--- config.mk ---
export PLATFORM = sky130hd
export DESIGN_NAME = calc_op_sequencer
export DESIGN_NICKNAME = d
export VERILOG_FILES = /design/src/rtl/calc_op_sequencer.sv
export SDC_FILE = /design/constraint.sdc
export NUM_CORES = 1
export LEC_CHECK = 0
export BUFFER_PORTS_ARGS = -buffer_cell sky130_fd_sc_hd__clkbuf_2
export CAP_MARGIN = 30
export CORE_ASPECT_RATIO = 0.75
export CORE_UTILIZATION = 45
export CTS_BUF_LIST = sky130_fd_sc_hd__clkbuf_16
export DETAILED_ROUTE_END_ITERATION = 6
export PLACE_DENSITY = 0.66
export SLEW_MARGIN = 20
export SYNTH_ARGS = -nofsm -noshare
export SYNTH_HDL_FRONTEND = slang
export SYNTH_SLANG_ARGS = --single-unit
--- constraint.sdc ---
create_clock -name clk -period 10.3 [get_ports clk]
set_input_delay 2.575 -clock clk [delete_from_list [all_inputs] [get_ports clk]]
set_output_delay 2.575 -clock clk [all_outputs]
set_load 0.05 [all_outputs]
--- src/rtl/calc_op_sequencer.sv ---
// calc_op_sequencer: sequencing controller between the keypad front end and a
// shared multi-cycle signed ALU. It builds signed decimal operands A and B from
// key codes, latches the operator, issues one ALU operation on '=' and presents
// the result (or an error) to the display driver.
//
// Ports:
//   clk, nRST           clock, asynchronous active-low reset
//   key_valid/key_code  key from the keypad, held until key_read
//   key_read            one-cycle acknowledge of an accepted key
//   alu_start/alu_op    one-cycle ALU launch and operation (00 add, 01 sub, 10 mul)
//   alu_a/alu_b         signed operands, stable from launch until alu_done
//   alu_done/alu_result/alu_ovf  ALU completion, result and overflow
//   display_output      value for the display driver
//   complete/error      result shown / overflow occurred
//
// Optional feature macro: OPSEQ_CHAIN_EN. When defined, an operator pressed
// while a result is shown continues the calculation with that result as A.
module calc_op_sequencer #(
  parameter int unsigned WIDTH   = 16,
  parameter int unsigned MAX_MAG = 32767
) (
  input  logic             clk,
  input  logic             nRST,
  input  logic             key_valid,
  input  logic [3:0]       key_code,
  output logic             key_read,
  output logic             alu_start,
  output logic [1:0]       alu_op,
  output logic [WIDTH-1:0] alu_a,
  output logic [WIDTH-1:0] alu_b,
  input  logic             alu_done,
  input  logic [WIDTH-1:0] alu_result,
  input  logic             alu_ovf,
  output logic [WIDTH-1:0] display_output,
  output logic             complete,
  output logic             error
);

  localparam int unsigned CalcW = WIDTH + 4;

  localparam logic [3:0] KeyAdd = 4'd3;
  localparam logic [3:0] KeySub = 4'd7;
  localparam logic [3:0] KeyMul = 4'd11;
  localparam logic [3:0] KeyEq  = 4'd12;
  localparam logic [3:0] KeyClr = 4'd14;
  localparam logic [3:0] KeyNeg = 4'd15;

  typedef enum logic [2:0] {
    StEnterA, StEnterB, StIssue, StWaitAlu, StShow, StError
  } state_e;

  state_e           state_q, state_d;
  logic [WIDTH-1:0] a_mag_q, a_mag_d, b_mag_q, b_mag_d, result_q, result_d;
  logic             a_neg_q, a_neg_d, b_neg_q, b_neg_d, b_dig_q, b_dig_d;
  logic [1:0]       op_q, op_d;
  logic             key_read_q, key_read_d, guard_q, guard_d;
  logic             complete_q, complete_d, error_q, error_d;

  // Key decode
  logic             key_is_digit, key_is_op;
  logic [3:0]       key_digit;
  logic [1:0]       key_op;

  always_comb begin
    key_is_digit = 1'b1;
    key_digit    = 4'd0;
    case (key_code)
      4'd0, 4'd1, 4'd2:  key_digit = key_code + 4'd1;
      4'd4, 4'd5, 4'd6:  key_digit = key_code;
      4'd8, 4'd9, 4'd10: key_digit = key_code - 4'd1;
      4'd13:             key_digit = 4'd0;
      default:           key_is_digit = 1'b0;
    endcase
  end

  assign key_is_op = (key_code == KeyAdd) || (key_code == KeySub) || (key_code == KeyMul);

  always_comb begin
    case (key_code)
      KeyAdd:  key_op = 2'b00;
      KeySub:  key_op = 2'b01;
      default: key_op = 2'b10;
    endcase
  end

  // Digit append is evaluated wide so an out-of-range entry is detected, not wrapped.
  logic [WIDTH-1:0] cur_mag, new_mag;
  logic [CalcW-1:0] mag_ext;
  logic             digit_ok;

  assign cur_mag  = (state_q == StEnterB) ? b_mag_q : a_mag_q;
  assign mag_ext  = {4'b0000, cur_mag} * CalcW'(10) + CalcW'(key_digit);
  assign digit_ok = (mag_ext <= CalcW'(MAX_MAG));
  assign new_mag  = mag_ext[WIDTH-1:0];

  logic [WIDTH-1:0] a_val, b_val;
  assign a_val = a_neg_q ? -a_mag_q : a_mag_q;
  assign b_val = b_neg_q ? -b_mag_q : b_mag_q;

`ifdef OPSEQ_CHAIN_EN
  logic [WIDTH-1:0] res_abs;
  assign res_abs = result_q[WIDTH-1] ? -result_q : result_q;
`endif

  // The acknowledge cycle and the one after it are blind, so a key still held
  // while the producer reacts to key_read is not taken twice.
  logic accept;
  assign accept = key_valid && !key_read_q && !guard_q &&
                  ((state_q == StEnterA) || (state_q == StEnterB) ||
                   (state_q == StShow)   || (state_q == StError));

  logic do_clear, load_digit, load_neg;

  always_comb begin
    state_d    = state_q;
    a_mag_d    = a_mag_q;
    a_neg_d    = a_neg_q;
    b_mag_d    = b_mag_q;
    b_neg_d    = b_neg_q;
    b_dig_d    = b_dig_q;
    op_d       = op_q;
    result_d   = result_q;
    key_read_d = accept;
    guard_d    = key_read_q;
    do_clear   = 1'b0;
    load_digit = 1'b0;
    load_neg   = 1'b0;

    unique case (state_q)
      StEnterA: begin
        if (accept) begin
          if (key_is_digit) begin
            if (digit_ok) a_mag_d = new_mag;
          end else if (key_code == KeyNeg) begin
            a_neg_d = ~a_neg_q;
          end else if (key_is_op) begin
            op_d    = key_op;
            state_d = StEnterB;
          end else if (key_code == KeyClr) begin
            do_clear = 1'b1;
          end
        end
      end
      StEnterB: begin
        if (accept) begin
          if (key_is_digit) begin
            if (digit_ok) begin
              b_mag_d = new_mag;
              b_dig_d = 1'b1;
            end
          end else if (key_code == KeyNeg) begin
            b_neg_d = ~b_neg_q;
          end else if (key_is_op) begin
            // Operator can still be changed until B has been started
            if (!b_dig_q && !b_neg_q) op_d = key_op;
          end else if (key_code == KeyEq) begin
            state_d = StIssue;
          end else if (key_code == KeyClr) begin
            do_clear = 1'b1;
          end
        end
      end
      StIssue: state_d = StWaitAlu;
      StWaitAlu: begin
        if (alu_done) begin
          if (alu_ovf) begin
            state_d = StError;
          end else begin
            result_d = alu_result;
            state_d  = StShow;
          end
        end
      end
      StShow: begin
        if (accept) begin
          if (key_is_digit) begin
            do_clear   = 1'b1;
            load_digit = 1'b1;
          end else if (key_code == KeyNeg) begin
            do_clear = 1'b1;
            load_neg = 1'b1;
          end else if (key_code == KeyClr) begin
            do_clear = 1'b1;
`ifdef OPSEQ_CHAIN_EN
          end else if (key_is_op) begin
            a_neg_d = result_q[WIDTH-1];
            a_mag_d = res_abs;
            b_mag_d = '0;
            b_neg_d = 1'b0;
            b_dig_d = 1'b0;
            op_d    = key_op;
            state_d = StEnterB;
`endif
          end
        end
      end
      StError: begin
        if (accept && (key_code == KeyClr)) do_clear = 1'b1;
      end
      default: state_d = StEnterA;
    endcase

    if (do_clear) begin
      a_mag_d  = '0;
      a_neg_d  = 1'b0;
      b_mag_d  = '0;
      b_neg_d  = 1'b0;
      b_dig_d  = 1'b0;
      op_d     = 2'b00;
      result_d = '0;
      state_d  = StEnterA;
    end
    if (load_digit) a_mag_d = WIDTH'(key_digit);
    if (load_neg)   a_neg_d = 1'b1;

    complete_d = (state_d == StShow);
    error_d    = (state_d == StError);
  end

  always_ff @(posedge clk or negedge nRST) begin
    if (!nRST) begin
      state_q    <= StEnterA;
      a_mag_q    <= '0;
      a_neg_q    <= 1'b0;
      b_mag_q    <= '0;
      b_neg_q    <= 1'b0;
      b_dig_q    <= 1'b0;
      op_q       <= 2'b00;
      result_q   <= '0;
      key_read_q <= 1'b0;
      guard_q    <= 1'b0;
      complete_q <= 1'b0;
      error_q    <= 1'b0;
    end else begin
      state_q    <= state_d;
      a_mag_q    <= a_mag_d;
      a_neg_q    <= a_neg_d;
      b_mag_q    <= b_mag_d;
      b_neg_q    <= b_neg_d;
      b_dig_q    <= b_dig_d;
      op_q       <= op_d;
      result_q   <= result_d;
      key_read_q <= key_read_d;
      guard_q    <= guard_d;
      complete_q <= complete_d;
      error_q    <= error_d;
    end
  end

  // While the ALU runs the display keeps the ENTER_B view, which is still valid.
  always_comb begin
    display_output = '0;
    unique case (state_q)
      StEnterA:                    display_output = a_val;
      StEnterB, StIssue, StWaitAlu: display_output = b_dig_q ? b_val : a_val;
      StShow:                      display_output = result_q;
      default:                     display_output = '0;
    endcase
  end

  assign key_read  = key_read_q;
  assign alu_start = (state_q == StIssue);
  assign alu_op    = op_q;
  assign alu_a     = a_val;
  assign alu_b     = b_val;
  assign complete  = complete_q;
  assign error     = error_q;

endmodule
-- Yosys cells after proc, flatten, opt, wreduce, memory -nomap -nowiden
Cells that the tools add are included.
Widths: inputs -> output; s select.
- bits in registers: 60
- latch bits: 0
- memory bits (writable): 0
- memory bits (read-only): 0
- input bits: 25
- output and inout port bits: 54
- word-level logic and storage cells: 180
- memories: 0
- add/sub/neg operators: 5
- multiply operators: 1
- divide/modulo/power cells: 0
- order comparisons: 1
- equal/unequal tests: 34
- shift-type cells: 0
- mux-type cells: 82
- bitwise operators: 2
- reductions and logical operators: 43
- operators with widths (operator ; number):
    $mux 16 ; 16
    $pmux 16 s3 ; 1
    $mux 1 ; 39
    $mux 3 ; 11
    $eq 4x4->1 const B ; 8
    $neg 16->16 ; 2
    $ne 3x3->1 const B ; 8
    $reduce_bool 3->1 ; 8
    $add 20x4->20 ; 1
    $le 20x15->1 const B ; 1
    $mux 2 ; 10
    $mul 16x3->19 const B ; 1
    $eq 4x3->1 const B ; 4
    $reduce_and 4->1 ; 4
    $pmux 3 s5 ; 1
    $reduce_bool 2->1 ; 7
    $eq 3x3->1 const B ; 4
    $pmux 4 s3 ; 1
    $reduce_or 3->1 ; 4
    $reduce_and 10->1 ; 1
    $reduce_or 10->1 ; 1
    $eq 4x2->1 const B ; 2
    $pmux 2 s2 ; 2
    $eq 3x2->1 const B ; 2
    16 further kinds ; 29

-- Longest topological paths before layout
- depth after elaboration: 11
- mapped depth: 20

-- Least setup slack after synthesis
No wires, ideal clock.
- path type: register to output
- start: reg a_mag_q[4]
- end: out display_output[12]
- arrival time: 3928 ps
- data required time: 7725 ps
- slack: 3797 ps
- stages on the path, launching flop included: 8
- path buffers: 0
- cells stage by stage: dfrtp_1 or4_1 or2_2 o41ai_1 nand2_1 xor2_1 mux2i_1 o21ai_0
- cells in the longest elaborated chain, start to end: 4
- RTL lines (element ; line ; RTL):
    start, declared ; 53 ; logic [WIDTH-1:0] a_mag_q, a_mag_d, b_mag_q, b_mag_d, result_q, result_d;
    start signal, assigned ; 236 ; a_mag_q <= a_mag_d;
    $neg 16->16 (*) ; 97 ; assign a_val = a_neg_q ? -a_mag_q : a_mag_q;
    $mux 16 (*) ; 97 ;
    named net alu_a[12] ; 29 ; output logic [WIDTH-1:0] alu_a,
    $mux 16 ; 255 ; StEnterB, StIssue, StWaitAlu: display_output = b_dig_q ? b_val : a_val;
    $pmux 16 s3 (*) ; 253 ; unique case (state_q)
    end, declared ; 34 ; output logic [WIDTH-1:0] display_output,
The timed path passes the listed nets; every way through them passes the cells marked *.

-- Worst setup path in the final report
- start: in key_code[0]
- end: reg a_mag_q[0]
- cells in the longest elaborated chain, start to end: 10
- elaborated cells on any way between the ends: 58
- RTL lines (element ; line ; RTL):
    start, declared ; 25 ; input logic [3:0] key_code,
    parallel branches: the longest is 10 deep, another holds $add 20x4->20 ; -- ;
Several ways; the timed one is not identified. The select of a mux whose other input is x is not followed.
A chain may end at the register's enable or synchronous reset.

==> metrics.txt <==
# IOs 79; initial antenna violation count 0; average size of a mapped cell approximately 8.4 sq um; multi-input gate area in the final layout between 3000 and 4000 sq um; global-route usage over all layers 0.247; number of buffers added to fix hold violations after cts 0; final clock period utilization by the worst path 0.604; max capacitance violation total 0; number of iterations in the first detailed-routing pass 7; element type at the critical path end flip-flop; total negative slack for setup checks 0 ns; sequential fraction of the synthesis area 0.295; peak fanout along the critical path 16; global-route wire length before repair between 20 and 25 mm; post-placement setup slack ~3.8 ns; worst setup path class input pin to flip-flop; Clock Path Buffers 2; Resized cells post-CTS 0; synth unique cells 63; leftover overflow at the end of global routing 0; Clk Tree Root Cell clkbuf_16; kind of start point of the critical path input pin; Synth top area share 0.295; leading area contributor after synthesis dfrtp_1; Via-to-Cell Ratio between 5 and 6; wire length after detailed routing approximately 14 mm; vias after detailed routing ~4800; unrepaired setup endpoints after global routing no; final setup slack of the worst path between 4 and 5 ns; maximum number of pins on one net before global-route repair 61; Post-route DRC 6; clock-pin slew on the worst setup and hold paths ~0.05 ns; Tmin final a little over 6 ns; CTS tree done; Hold WC Path Type flip-flop to flip-flop; CTS Buf Count 9; asr flop ratio synth 1.00; Die Wd approximately 120 um; data arrival time of the worst path about 6.4 ns; number of nets at the end of the flow approximately 730; area of the mapped netlist approximately 5100 sq um; vias in the first global route ~4400; final max-slew violation count 0; Std-Cell Core Area 11000 sq um; routability-driven placement congestion ratio 0.841; worst relative slew slack 0.394; diodes inserted 0; FF+latch area ~1500 sq um; Initial Utilization 0.464; Cells after Synth 609; Yosys warnings 0; Post-DRT Antenna Nets 0; die outline height 94.2 um; most frequent cell after synthesis nand2_1; top_reg_cell synth dfrtp_1; run status complete, but fails checks; Required @ worst endpoint around 11 ns; FF+latch count, synth 60; Syn Nets about 670; standard-cell row count 33; sum of net half-perimeters after detailed placement roughly 11 mm; clock network latency to the later pin of the worst-skew pair between 0.3 and 0.4 ns; Syn-to-layout area delta 14.4%; final hold violation count 0; post-route clock skew ~0.0072 ns; Die ar. approximately 12000 sq um; fraction of layout cells with a size suffix above 1 0.183; synth top area cells dfrtp_1, ha_1, xor2_1, nand2_1, a21oi_1; buffers inserted by post-CTS timing repair 0; final setup vio count 0; Iteration-0 DRC Markers 385; fill cell count 1080; Max Fclk 161 MHz; count of buffers inserted at the top-level ports between 70 and 80; violations in the final reports DRC; Worst-Margin Slew 0.910 ns; routed len/inst ~17 um; H-tree depth 3; number of flops mapped to enable cells by yosys 0; clock sink count 60; synth cell count leaders nand2_1, dfrtp_1, nor2_1
[worst paths after layout]
path | end | from | cells past startpoint | slack [ns]
min in group asynchronous | guard_q | nRST | 2 | 2.40
worst min register to register | guard_q | key_read | 0 | 0.40
worst max register to register | a_mag_q[0] | state_q[2] | 16 | 4.90
worst max-delay path | a_mag_q[0] | key_code[0] | 17 | 4.08
max in group asynchronous | a_mag_q[7] | nRST | 2 | 7.37
worst min-delay path | guard_q | key_read | 0 | 0.40
[cells in the final DEF, fill, tap and decap left out, types with 8 or more instances in the layout]
cell / Yosys / final
nor2_1: 59 / 59
nand3_1: 12 / 12
clkbuf_16: 0 / 9
a22o_1: 26 / 26
o22ai_1: 15 / 15
nand2_1: 64 / 64
a21oi_1: 46 / 46
dfrtp_1: 60 / 60
xor2_1: 29 / 29
mux2_2: 12 / 12
a31oi_1: 15 / 15
inv_1: 29 / 30
mux2i_1: 8 / 8
o31ai_1: 9 / 9
xnor2_1: 23 / 23
nand2b_1: 12 / 12
nor3_1: 9 / 8
o21ai_0: 26 / 26
ha_1: 36 / 36
clkbuf_2: 0 / 78
[routing by layer]
layer / routed length (um) / up-vias / global-route usage
li1: - / 2324 / -
met1: 6890 / 2343 / 0.354
met2: 6310 / 144 / 0.387
met3: 803 / 12 / 0.0467
met4: 94 / 0 / 0.0488
met5: 0 / - / 0
[registers in the layout, summed over array words and instances, names as in the netlist]
signal	count
a_mag_q	16
b_mag_q	16
result_q	16
state_q	3
alu_op	2
a_neg_q	1
b_dig_q	1
b_neg_q	1
complete	1
error	1
guard_q	1
key_read	1
[cell families after synthesis]
group                    after synthesis  share of synthesized area
AO/OA/AOI/OAI                        175                      0.235
XOR/XNOR                              52                     0.0893
adder cells (fa/ha/maj)               38                     0.0962
buffers and inverters                 63                     0.0523
flip-flops                            60                      0.295
multiplexers                          21                     0.0466
AND/OR/NAND/NOR                      200                      0.186
[layout make-up]
cell class | instances | share of cell area
Inverter | 29 | 0.0187
Sequential cell | 60 | 0.257
Multi-Input combinational cell | 486 | 0.573
Clock buffer | 9 | 0.0386
Clock inverter | 5 | 0.00794
Timing Repair Buffer | 84 | 0.0747
Tap cell | 140 | 0.0300
[worst max-delay path, cell delays in order]
cell and delay, ns:
clkbuf_2 0.14, inv_1 0.10, ha_1 0.31, xor2_1 0.13, a22oi_1 0.08, nor2_1 0.26, ha_1 0.25, fa_1 0.21
a21oi_1 0.09, nor2b_1 0.17, and3_1 0.21, nand3_1 0.15, nor3_2 0.30, nand3_2 0.14, mux2i_4 0.25, a21oi_2 0.65
mux2_2 0.40
[metrics by stage]
step	utilization	instances	hold WS, ns	instance area [sq um]
after floorplan	-	609	0.492	5100
after global routing	0.531	813	0.414	5830
final	0.531	813	0.404	5830
after detailed placement	0.506	799	0.392	5560
after CTS	0.531	813	0.403	5830
after global placement	0.506	799	0.374	5560
Power is not shown: default switching activity piles up to over one toggle a cycle in this logic, so the estimate is an artifact.
